$ cat src/rtl/codec_init_seq.sv
// Codec register-table initialiser: walks NUM_REGS {reg, val} table entries and writes each
// to the codec through an external I2C byte engine, retrying on NACK or command timeout.
module codec_init_seq #(
  parameter logic [6:0]  DEV_ADDR   = 7'h1A,
  parameter int unsigned NUM_REGS   = 10,
  parameter int unsigned RETRY_MAX  = 2,
  parameter int unsigned TIMEOUT    = 1023,
  parameter int unsigned GAP_CYCLES = 15
) (
  input  logic        sys_clk,
  input  logic        rst_n,
  input  logic        go_i,
  output logic        busy_o,
  output logic        done_o,
  output logic        error_o,
  output logic [3:0]  err_index_o,
  output logic [3:0]  tbl_addr_o,
  input  logic [15:0] tbl_data_i,
  output logic        i2c_start_o,
  output logic        i2c_stop_o,
  output logic        i2c_write_o,
  output logic [7:0]  i2c_data_o,
  input  logic        i2c_cmd_done_i,
  input  logic        i2c_cmd_status_i
);

  localparam int unsigned RetryW = (RETRY_MAX > 0) ? $clog2(RETRY_MAX + 1) : 1;
  localparam int unsigned WaitW  = (TIMEOUT > 1) ? $clog2(TIMEOUT + 1) : 1;
  localparam int unsigned CntW   = (GAP_CYCLES > 2) ? $clog2(GAP_CYCLES + 1) : 2;
  localparam logic [RetryW-1:0] RetryLast = RetryW'(RETRY_MAX);
  localparam logic [WaitW-1:0]  WaitLast  = WaitW'(TIMEOUT);
  localparam logic [CntW-1:0]   GapLast   = CntW'((GAP_CYCLES > 0) ? GAP_CYCLES - 1 : 0);
  localparam logic [3:0]        IdxLast   = 4'(NUM_REGS - 1);

  typedef enum logic [3:0] {
    StIdle, StFetch, StStart, StB0, StB1, StB2, StStop, StGap, StDone, StFail
  } state_e;

  state_e            state_q, state_d;
  logic [3:0]        index_q, index_d;
  logic [RetryW-1:0] retry_q, retry_d;
  logic [WaitW-1:0]  wait_q, wait_d;
  logic [CntW-1:0]   cnt_q, cnt_d;
  logic [15:0]       entry_q, entry_d;
  logic              nack_q, nack_d;
  logic              error_q, error_d;
  logic [3:0]        err_index_q, err_index_d;
  logic              start_q, start_d;
  logic              stop_q, stop_d;
  logic              write_q, write_d;
  logic [7:0]        data_q, data_d;
  logic              timeout;
  logic              abort;
  logic              issue_start;

  assign timeout = (wait_q == WaitLast);

  always_comb begin
    state_d     = state_q;
    index_d     = index_q;
    retry_d     = retry_q;
    wait_d      = wait_q;
    cnt_d       = cnt_q;
    entry_d     = entry_q;
    nack_d      = nack_q;
    error_d     = error_q;
    err_index_d = err_index_q;
    start_d     = 1'b0;
    stop_d      = 1'b0;
    write_d     = write_q;
    data_d      = data_q;
    abort       = 1'b0;
    issue_start = 1'b0;

    unique case (state_q)
      StIdle: begin
        if (go_i) begin
          state_d     = StFetch;
          index_d     = '0;
          retry_d     = '0;
          cnt_d       = '0;
          error_d     = 1'b0;
          err_index_d = '0;
        end
      end
      // Table data lags tbl_addr by one cycle, so sample on the second FETCH cycle.
      StFetch: begin
        if (cnt_q == CntW'(1)) begin
          entry_d     = tbl_data_i;
          issue_start = 1'b1;
        end else begin
          cnt_d = cnt_q + 1'b1;
        end
      end
      StStart: begin
        if (!start_q) begin
          if (i2c_cmd_done_i) begin
            state_d = StB0;
            write_d = 1'b1;
            data_d  = {DEV_ADDR, 1'b0};
            wait_d  = '0;
          end else if (timeout) begin
            abort = 1'b1;
          end else begin
            wait_d = wait_q + 1'b1;
          end
        end
      end
      StB0, StB1, StB2: begin
        if (i2c_cmd_done_i) begin
          wait_d  = '0;
          write_d = 1'b0;
          if (i2c_cmd_status_i) begin
            abort = 1'b1;
          end else if (state_q == StB0) begin
            state_d = StB1;
            write_d = 1'b1;
            data_d  = entry_q[15:8];
          end else if (state_q == StB1) begin
            state_d = StB2;
            write_d = 1'b1;
            data_d  = entry_q[7:0];
          end else begin
            state_d = StStop;
            stop_d  = 1'b1;
          end
        end else if (timeout) begin
          abort = 1'b1;
        end else begin
          wait_d = wait_q + 1'b1;
        end
      end
      // A STOP that never completes still ends the attempt; the engine owns bus recovery.
      StStop: begin
        if (!stop_q) begin
          if (i2c_cmd_done_i || timeout) begin
            state_d = StGap;
            cnt_d   = '0;
          end else begin
            wait_d = wait_q + 1'b1;
          end
        end
      end
      StGap: begin
        if (cnt_q == GapLast) begin
          if (nack_q) begin
            if (retry_q < RetryLast) begin
              retry_d     = retry_q + 1'b1;
              issue_start = 1'b1;
            end else begin
              state_d     = StFail;
              error_d     = 1'b1;
              err_index_d = index_q;
            end
          end else if (index_q == IdxLast) begin
            state_d = StDone;
          end else begin
            state_d = StFetch;
            index_d = index_q + 4'd1;
            retry_d = '0;
            cnt_d   = '0;
          end
        end else begin
          cnt_d = cnt_q + 1'b1;
        end
      end
      StDone:  state_d = StIdle;
      StFail:  state_d = StIdle;
      default: state_d = StIdle;
    endcase

    if (issue_start) begin
      state_d = StStart;
      start_d = 1'b1;
      wait_d  = '0;
      nack_d  = 1'b0;
    end
    if (abort) begin
      state_d = StStop;
      stop_d  = 1'b1;
      write_d = 1'b0;
      wait_d  = '0;
      nack_d  = 1'b1;
    end
  end

  always_ff @(posedge sys_clk or negedge rst_n) begin
    if (!rst_n) begin
      state_q     <= StIdle;
      index_q     <= '0;
      retry_q     <= '0;
      wait_q      <= '0;
      cnt_q       <= '0;
      entry_q     <= '0;
      nack_q      <= 1'b0;
      error_q     <= 1'b0;
      err_index_q <= '0;
      start_q     <= 1'b0;
      stop_q      <= 1'b0;
      write_q     <= 1'b0;
      data_q      <= '0;
    end else begin
      state_q     <= state_d;
      index_q     <= index_d;
      retry_q     <= retry_d;
      wait_q      <= wait_d;
      cnt_q       <= cnt_d;
      entry_q     <= entry_d;
      nack_q      <= nack_d;
      error_q     <= error_d;
      err_index_q <= err_index_d;
      start_q     <= start_d;
      stop_q      <= stop_d;
      write_q     <= write_d;
      data_q      <= data_d;
    end
  end

  assign busy_o      = !(state_q inside {StIdle, StDone, StFail});
  assign done_o      = (state_q == StDone);
  assign error_o     = error_q;
  assign err_index_o = err_index_q;
  assign tbl_addr_o  = index_q;
  assign i2c_start_o = start_q;
  assign i2c_stop_o  = stop_q;
  assign i2c_write_o = write_q;
  assign i2c_data_o  = data_q;

endmodule

$ cat config.mk
export PLATFORM = sky130hd
export DESIGN_NAME = codec_init_seq
export DESIGN_NICKNAME = d
export VERILOG_FILES = /design/src/rtl/codec_init_seq.sv
export SDC_FILE = /design/constraint.sdc
export NUM_CORES = 1
export LEC_CHECK = 0
export ABC_CLOCK_PERIOD_IN_PS = 2160
export BUFFER_PORTS_ARGS = -buffer_cell sky130_fd_sc_hd__buf_2
export CORE_MARGIN = 2
export CORE_UTILIZATION = 45
export DETAILED_ROUTE_END_ITERATION = 10
export PLACE_DENSITY = 0.74
export SLEW_MARGIN = 0
export SYNTH_ARGS = -nofsm -noshare
export SYNTH_HDL_FRONTEND = slang
export SYNTH_SLANG_ARGS = --single-unit
$ cat constraint.sdc
create_clock -name sys_clk -period 2.16 [get_ports sys_clk]
set_input_delay 0.216 -clock sys_clk [delete_from_list [all_inputs] [get_ports sys_clk]]
set_output_delay 0.216 -clock sys_clk [all_outputs]
set_load 0.01 [all_outputs]
==> results of run 1 <==
==> per-layer routing <==
metal / up-vias / routed length, µm
met1: 1230 / 3210
met2: 82 / 3340
li1: 1249 / -
met5: - / 0
met4: 0 / 211
met3: 22 / 377
==> power by group <==
part / internal (mW) / switching [mW] / leakage (nW)
Combinational: 1.19 / 1.25 / 1.06
Clock: 0.684 / 0.456 / 0.113
Sequential: 1.43 / 0.270 / 0.726
==> per-stage QoR <==
step,setup TNS (ns),hold slack (ns)
floorplan,-0.0723,-0.0796
global placement,-0.181,0.283
detailed placement,-0.493,0.281
CTS,-0.234,0.0919
global route,-0.996,0.103
finish,-0.311,0.102
==> what timing repair did <==
action / 4_1_cts / 5_1_grt
setup buffers: 4 / 0
hold endpoints to repair: 27 / 0
pin swaps: 5 / 2
cloned: 1 / 0
hold buffers: 1 / 0
gates resized for setup: 7 / 10
endpoints found under the setup margin: 7 / 19
==> path summary, 6_finish.rpt <==
kind	startpoint	to	cells after the start
setup / recovery	wait_q[1]	wait_q[6]	8
max in group asynchronous	rst_n	state_q[1]	3
hold reg to reg	i2c_data_o[4]	i2c_data_o[4]	1
min in group asynchronous	rst_n	err_index_o[1]	2
setup reg to reg	wait_q[1]	wait_q[6]	8
hold / removal	tbl_data_i[7]	entry_q[7]	2
==> cell families after synthesis <==
family,after synthesis
adder cells (fa/ha/maj),6
multiplexers,26
AND/OR/NAND/NOR,103
AO/OA/AOI/OAI,72
flip-flops,57
buffers and inverters,23
XOR/XNOR,4
==> synthesized netlist by cell type (6+ instances only) <==
master    number  area (µm²)
inv_1         11        41.3
mux2i_1       10         100
ha_1           6        75.1
o21ai_0       20         100
nand2_1       24        90.1
mux2_2        16         180
dfrtp_1       57        1430
a21oi_1       19        95.1
nor2_1        17        63.8
clkbuf_1       7        26.3
nand3_1       11        55.1
or3_1          8        50.1
nand2b_1       7        43.8
o31ai_1        9        67.6
==> state kept, by name, indices dropped and copies added (netlist names), 2 cells and up <==
signal       cells
cnt_q            4
entry_q         16
err_index_o      4
i2c_data_o       8
retry_q          2
state_q          4
tbl_addr_o       4
wait_q          10
==> final cells by class <==
| type | instances | area, µm² | share of cell area (%) |
|---|---|---|---|
| Sequential cell | 57 | 1430 | 36.2 |
| Clock inverter | 6 | 90.1 | 2.29 |
| Inverter | 11 | 41.3 | 1.05 |
| Timing Repair Buffer | 94 | 632 | 16.0 |
| Tap cell | 77 | 96.3 | 2.45 |
| Multi-Input combinational cell | 212 | 1520 | 38.5 |
| Clock buffer | 10 | 138 | 3.49 |
==> results.txt, run 1 <==
Area after DPL: 0.00359 mm²
most common cell after layout, fill and taps aside: dfrtp_1
Bufs on Longest Clock Path: 2
hold violation count in the final report: 0
crit path time final: 2.23 ns
core footprint: 0.00635 mm²
RSZ-0062 raised after global routing: yes
pre-CTS setup slack: -0.166 ns
CP Class: flip-flop to flip-flop
Finished Layout Cells: 467
vias per inst: 5.53
H-tree level count: 3
total power: 5.28 mW
Clock Root Buffer: clkbuf_8
Die Area: 0.00721 mm²
max frequency: 0.448 GHz
Leak: 1.90 nW
failing checks: negative setup slack
global-route wire length before repair: 12400 µm
GRT Util Overall: 21.3%
post-synthesis mux area share: 9.51%
synthesized area per cell: 10.1 µm²
final number of setup-violating endpoints: 7
sequential element share of the synthesized area: 48.4%
R2R setup slack: -0.07 ns
number of enable flip-flop cells after synthesis: 0
Main synth FF type: dfrtp_1
largest net degree at the start of global routing: 31
met2 GRT Util: 33.4%
crit-path max cell delay: 0.45 ns
Worst slew margin: 56.6%
vias: 2583
net count after synthesis: 318
Synth Area in Compound Gates: 16.3%
die width: 84.9 µm
Iter 0 DRT Violations: 163
Synth Area in XOR/XNOR: 1.19%
ant diodes: 0
type of the worst min-delay path: primary input to flip-flop
delay-heaviest family, CP: simple AND/OR/NAND/NOR gates
synth warn: 0
# fillers: 516
DRC errors left: 0
first drt pass iteration count: 4
final design utilization: 62.0%
GRT Max-Usage Layer: met2
Pwr Density: 1340 mW/mm²
Net count, final: 412
worst clock skew: 0.00677 ns
max_cap viols: 0
run status: finished, violations left
Worst Path Required: 2.43 ns
RD Place Congestion: 0.836
cell count after synthesis: 291
adder-cell share of the synthesized area: 2.55%
post-route cell area: 0.00394 mm²
dpl hpwl: 5000 µm
Antenna Violating Nets Remaining: 0
area delta synth->final: 33.7%
ys async rst share: 100%
vias in the first global route: 2688
main combinational cell family by area after synthesis: simple AND/OR/NAND/NOR gates
Max Slew Vio Count: 0
Worst-path clk slew: 0.07 ns
Slowest-stage cell, CP: or4_4
Die Y: 84.9 µm
final setup margin: -0.0725 ns
io pins: 43
Yosys reg bits: 57
share of layout cells above drive strength 1: 37.4%
commonest non-fill, non-tap cells in the layout: 56 x dfrtp_1, 48 x buf_4, 42 x buf_2, 24 x nand2_1
WP data arrival: 2.50 ns
Bufs and invs on worst path: 1
Initial Util: 46.4%
CP startpoint kind: flip-flop
total clock sinks: 57
met1 Track Usage GR: 28.3%
# rows: 29
cts bufs inserted: 9
GR Util met3: 4.38%
Synth cell types: 50
Final Cycle Share: 103%
DR WL/cell: 15.3 µm
Worst-Margin Slew: 0.650 ns
initial antenna violation count: 0
Post-Synth Simple-Gate Area: 19.1%
WL final: 7140 µm
Skew-Pair Late Insertion Delay: 0.34 ns
global route overflow: 0
TritonCTS clock tree: yes
Worst setup EP type: flip-flop
Worst IR Drop VDD: 649 µV
Netlist Area Pre-Place: 0.00295 mm²
dpl cells: 445
CP Max Fanout: 6
worst-path cell chain: ha_2, nand3_2, or4_4, a221oi_4, buf_4, a311oi_4, or3_4, a21oi_2
PortBufs: 42
Note: power is estimated with default switching activity, not from simulation.
==> run 2, diff against run 1 <==
--- a/config.mk
+++ b/config.mk
@@ -7,10 +7,12 @@
 export LEC_CHECK = 0
 export ABC_CLOCK_PERIOD_IN_PS = 2160
 export BUFFER_PORTS_ARGS = -buffer_cell sky130_fd_sc_hd__buf_2
+export CORE_ASPECT_RATIO = 0.8
 export CORE_MARGIN = 2
 export CORE_UTILIZATION = 45
 export DETAILED_ROUTE_END_ITERATION = 10
 export PLACE_DENSITY = 0.74
+export SKIP_LAST_GASP = 1
 export SLEW_MARGIN = 0
 export SYNTH_ARGS = -nofsm -noshare
 export SYNTH_HDL_FRONTEND = slang
==> results.txt, run 2 (same netlist as run 1, synthesis figures left out) <==
run status: finished, violations left
failing checks: negative setup slack
Worst setup EP type: flip-flop
combinational share of power: 47.7% (+1.5 points)
Clock Root Buffer: clkbuf_8
TritonCTS clock tree: yes
DRC errors left: 0 (unchanged)
die width: 94.5 µm (+11%)
Antenna Violating Nets Remaining: 0 (unchanged)
WHS: 0.110 ns (+0.00849 ns)
WL final: 7000 µm (-2.0%)
crit-path max cell delay: 0.45 ns (about the same)
Worst IR Drop VDD: 736 µV (+13%)
Worst Path Required: 2.42 ns (about the same)
max_cap viols: 0 (unchanged)
vias in the first global route: 2536 (-5.7%)
delay-heaviest family, CP: simple AND/OR/NAND/NOR gates
area delta synth->final: 31.8%
worst-path cell chain: ha_2, nand3_2, or4_4, a221oi_4, a311oi_4, or4_4, a21oi_2
hold path startpoint: tbl_data_i[12]
Worst-path clk slew: 0.07 ns (about the same)
Iter 0 DRT Violations: 114 (-30%)
Pwr Density: 1290 mW/mm² (-4.0%)
Worst slew margin: 63.2% (+6.6 points)
Net count, final: 412 (unchanged)
Setup TNS: -0.288 ns (+0.0226 ns)
dpl hpwl: 4960 µm (-0.85%)
ant diodes: 0 (unchanged)
Largest register FFs: 16 (unchanged)
post-route cell area: 0.00388 mm² (-1.4%)
total power: 5.00 mW (-5.3%)
commonest non-fill, non-tap cells in the layout: 54 x dfrtp_1, 49 x buf_4, 42 x buf_2, 24 x nand2_1, 19 x o21ai_0
final number of setup-violating endpoints: 5 (-2)
sw frac: 38.2% (+0.80 points)
CP startpoint: wait_q[1]
max frequency: 0.445 GHz (-0.67%)
cell mode on critical path: or4_4
PortBufs: 42 (unchanged)
Die Area: 0.00722 mm² (about the same)
cts bufs inserted: 9 (unchanged)
Die Y: 76.4 µm (-10%)
WP data arrival: 2.51 ns (about the same)
Bufs and invs on worst path: 0 (-1)
Skew-Pair Late Insertion Delay: 0.34 ns (about the same)
CP Class: flip-flop to flip-flop
vias per inst: 5.38 (-2.8%)
Initial Util: 46.2% (-0.19 points)
total clock sinks: 57 (unchanged)
GRT Util Overall: 21.0% (-0.33 points)
largest net degree at the start of global routing: 36 (+16%)
crit path time final: 2.25 ns (+0.0150 ns)
Leak: 1.90 nW (-0.10%)
type of the worst min-delay path: primary input to flip-flop
share of layout cells above drive strength 1: 37.5% (+0.096 points)
worst r2r src: wait_q[1]
DR WL/cell: 14.8 µm (-3.2%)
CP Max Fanout: 8 (+2)
first drt pass iteration count: 5 (+1)
Bufs on Longest Clock Path: 2 (unchanged)
Int Power: 3.09 mW (-6.5%)
io pins: 43 (unchanged)
initial antenna violation count: 0 (unchanged)
share of power burned in registers: 34.2% (+2.0 points)
CP startpoint kind: flip-flop
final setup margin: -0.0874 ns (-0.0150 ns)
vias: 2544 (-1.5%)
global route overflow: 0 (unchanged)
Switch Pwr: 1.91 mW (-3.3%)
most common cell after layout, fill and taps aside: dfrtp_1
Slowest-stage cell, CP: or4_4
Worst-Margin Slew: 0.552 ns (-0.0986 ns)
H-tree level count: 3 (unchanged)
Area after DPL: 0.00358 mm² (-0.10%)
worst clock skew: 0.0100 ns (+0.00323 ns)
Most flops, register: entry_q
hold violation count in the final report: 0 (unchanged)
global-route wire length before repair: 11800 µm (-4.2%)
RD Place Congestion: 0.929 (+11%)
Max Slew Vio Count: 0 (unchanged)
Final Cycle Share: 104% (+0.69 points)
# rows: 26 (-10%)
power share of the clock group: 18.1% (-3.5 points)
RSZ-0062 raised after global routing: yes
core footprint: 0.00638 mm² (+0.41%)
-- run 2: cell types whose count changed in the layout (fill, tap and decap cells not counted), sizes merged --
| cell | delta |
|---|---|
| bufinv | -2 |
| clkbuf | +2 |
| clkinv | +1 |
| clkinvlp | -1 |
| inv | -1 |
-- run 2: power by group through the flow --
stage | clock network (mW) | registers, mW | logic, mW
after global placement | 0 | 1.70 | 2.14
after CTS | 0.918 | 1.70 | 2.30
final | 0.902 | 1.71 | 2.38
after detailed placement | 0 | 1.71 | 2.21
after floorplan | 0 | 1.67 | 1.39
after global routing | 0.956 | 1.76 | 2.63
-- run 2: repair_timing --
item | in CTS | in global routing
pin swaps | 0 | 3
gates resized for setup | 1 | 16
endpoints found under the hold margin | 22 | 0
cloned | 1 | 0
setup buffers | 2 | 2
endpoints found under the setup margin | 8 | 23
hold buffers | 1 | 0
-- run 2: per-stage QoR --
step	util [%]	setup WS (ns)	instances
finish	60.9	-0.0874	473
global route	60.9	-0.182	473
CTS	59.8	-0.0858	471
detailed placement	56.2	-0.119	452
global placement	56.2	-0.0531	452
floorplan	-	-0.0362	291
-- run 2: final cells by class --
cell class                      count  area, µm²
Tap cell                           84        105
Sequential cell                    57       1430
Fill cell                         556       2490
Clock buffer                       12        165
Inverter                           11       41.3
Timing Repair Buffer               94        623
Clock inverter                      3       15.0
Multi-Input combinational cell    212       1510
-- run 2: layer usage --
layer	routed length (µm)	vias to the layer above	GRT usage (%)	share of wire (%)
met4	129	0	8.55	1.8
li1	-	1250	-	-
met5	0	-	0	0
met3	306	10	4.25	4.4
met1	3270	1219	29.2	47
met2	3290	65	32.2	47
-- run 2: path summary, 6_finish.rpt --
| path | cells past startpoint | slack (ns) | end |
|---|---|---|---|
| max | 7 | -0.09 | wait_q[7] |
| min | 2 | 0.11 | entry_q[12] |
| max reg2reg | 7 | -0.09 | wait_q[7] |
| min reg2reg | 1 | 0.48 | i2c_data_o[5] |
| max in group asynchronous | 3 | 1.17 | state_q[0] |
| min in group asynchronous | 2 | 0.40 | wait_q[3] |
==> run 3, diff against run 2 <==
--- a/config.mk
+++ b/config.mk
@@ -6,7 +6,7 @@
 export NUM_CORES = 1
 export LEC_CHECK = 0
 export ABC_CLOCK_PERIOD_IN_PS = 2160
-export BUFFER_PORTS_ARGS = -buffer_cell sky130_fd_sc_hd__buf_2
+export BUFFER_PORTS_ARGS = -buffer_cell sky130_fd_sc_hd__buf_4
 export CORE_ASPECT_RATIO = 0.8
 export CORE_MARGIN = 2
 export CORE_UTILIZATION = 45
==> constraint.sdc (replaced) <==
create_clock -name sys_clk -period 2.16 [get_ports sys_clk]
set_input_delay 0.324 -clock sys_clk [delete_from_list [all_inputs] [get_ports sys_clk]]
set_output_delay 0.324 -clock sys_clk [all_outputs]
set_load 0.01 [all_outputs]
==> results.txt, run 3 (same netlist as run 1, synthesis figures left out) <==
run status: finished, violations left
failing checks: negative setup slack
Max Slew Vio Count: 0 (unchanged)
global-route wire length before repair: 11600 µm (-2.0%)
first drt pass iteration count: 4 (-1)
dpl hpwl: 4850 µm (-2.3%)
H-tree level count: 3 (unchanged)
Worst-path clk slew: 0.06 ns (about the same)
cell mode on critical path: or4_4
Die Y: 76.4 µm (unchanged)
Pwr Density: 1290 mW/mm² (about the same)
final setup margin: -0.0919 ns (-0.00448 ns)
PortBufs: 42 (unchanged)
GRT Util Overall: 20.6% (-0.42 points)
CP startpoint kind: flip-flop
Die Area: 0.00722 mm² (unchanged)
Largest register FFs: 16 (unchanged)
Iter 0 DRT Violations: 113 (-0.88%)
Net count, final: 404 (-1.9%)
Multi-input gate area: 0.00151 mm² (+0.25%)
ant diodes: 0 (unchanged)
Final Cycle Share: 104% (+0.21 points)
Bufs and invs on worst path: 1 (+1)
total clock sinks: 57 (unchanged)
worst-path cell chain: nand3_1, or4_4, a221oi_4, buf_6, a311oi_4, or4_4, a21oi_2
DRC errors left: 0 (unchanged)
# rows: 26 (unchanged)
global route overflow: 0 (unchanged)
CP Max Fanout: 8 (unchanged)
Seq. cell area: 0.00143 mm² (unchanged)
core footprint: 0.00638 mm² (unchanged)
vias in the first global route: 2502 (-1.3%)
RSZ-0062 raised after global routing: yes
WL final: 6830 µm (-2.4%)
max frequency: 0.444 GHz (-0.20%)
Worst IR Drop VDD: 672 µV (-8.8%)
most common cell after layout, fill and taps aside: buf_4
max_cap viols: 0 (unchanged)
initial antenna violation count: 0 (unchanged)
# fillers: 541 (-2.7%)
worst r2r src: wait_q[8]
total power: 5.04 mW (+0.92%)
Initial Util: 46.2% (unchanged)
cts bufs inserted: 9 (unchanged)
crit-path max cell delay: 0.53 ns (+0.08 ns)
delay-heaviest family, CP: simple AND/OR/NAND/NOR gates
io pins: 43 (unchanged)
Worst slew margin: 53.6% (-9.7 points)
largest net degree at the start of global routing: 58 (+61%)
WP data arrival: 2.52 ns (about the same)
final design utilization: 61.4% (+0.51 points)
Leak: 1.86 nW (-1.8%)
type of the worst min-delay path: primary input to async pin
RD Place Congestion: 0.899 (-3.2%)
TritonCTS clock tree: yes
commonest non-fill, non-tap cells in the layout: 85 x buf_4, 54 x dfrtp_1, 24 x nand2_1, 20 x o21ai_0, 17 x nor2_1
Worst-Margin Slew: 0.697 ns (+0.145 ns)
Skew-Pair Late Insertion Delay: 0.33 ns (about the same)
Worst Path Required: 2.43 ns (about the same)
worst clock skew: 0.00722 ns (-0.00278 ns)
Antenna Violating Nets Remaining: 0 (unchanged)
CP Class: flip-flop to flip-flop
die width: 94.5 µm (unchanged)
DR WL/cell: 14.7 µm (-0.52%)
Bufs on Longest Clock Path: 2 (unchanged)
vias per inst: 5.42 (+0.86%)
hold violation count in the final report: 0 (unchanged)
share of layout cells above drive strength 1: 37.1% (-0.43 points)
CP startpoint: wait_q[8]
final number of setup-violating endpoints: 7 (+2)
vias: 2517 (-1.1%)
Worst setup EP type: flip-flop
Most flops, register: entry_q
area delta synth->final: 32.9%
crit path time final: 2.25 ns (+0.00448 ns)
Clock Root Buffer: clkbuf_8
Slowest-stage cell, CP: or4_4
[run 3: timing repair]
item,in CTS,in global routing
gates resized for setup,2,14
endpoints found under the hold margin,0,0
setup endpoints to repair,8,21
hold buffers,0,0
setup buffers,1,3
pin swaps,1,9
cloned,1,0
[run 3: layer usage]
layer / share of wire (%) / GRT usage, %
met5: 0 / 0
met4: 1.0 / 5.51
met3: 4.2 / 6.63
met2: 48 / 31.7
met1: 47 / 28.1
[run 3: final timing paths]
check | end | slack, ns | depth (start not counted)
min in group sys_clk | entry_q[13] | 0.22 | 2
worst min register to register | i2c_data_o[7] | 0.49 | 2
max in group asynchronous | state_q[0] | 1.62 | 1
worst min-delay path | wait_q[3] | 0.04 | 1
worst max register to register | wait_q[8] | -0.09 | 7
worst max-delay path | wait_q[8] | -0.09 | 7
[run 3: layout make-up]
cell class                      count  area share [%]
Sequential cell                    57            36.5
Clock inverter                      4            1.15
Multi-Input combinational cell    212            38.5
Clock buffer                       10            3.51
Inverter                           11            1.05
Tap cell                           84            2.68
Timing Repair Buffer               86            16.6
[run 3: metrics by stage]
stage | setup TNS, ns | cell area (µm²) | setup WS, ns | hold slack, ns | instances
final | -0.406 | 3920 | -0.0919 | 0.0399 | 464
after global routing | -1.15 | 3920 | -0.166 | 0.0971 | 464
after CTS | -0.0613 | 3840 | -0.0384 | 0.0532 | 461
after detailed placement | -0.862 | 3620 | -0.185 | 0.421 | 445
after global placement | -0.462 | 3620 | -0.104 | 0.416 | 445
after floorplan | -0.0723 | 2950 | -0.0362 | 0.0284 | 291
[run 3: power by group]
part	internal (mW)	total (mW)	switching (mW)
sequential	1.43	1.71	0.282
clock	0.544	0.945	0.401
combinational	1.17	2.38	1.21
total	3.15	5.04	1.89
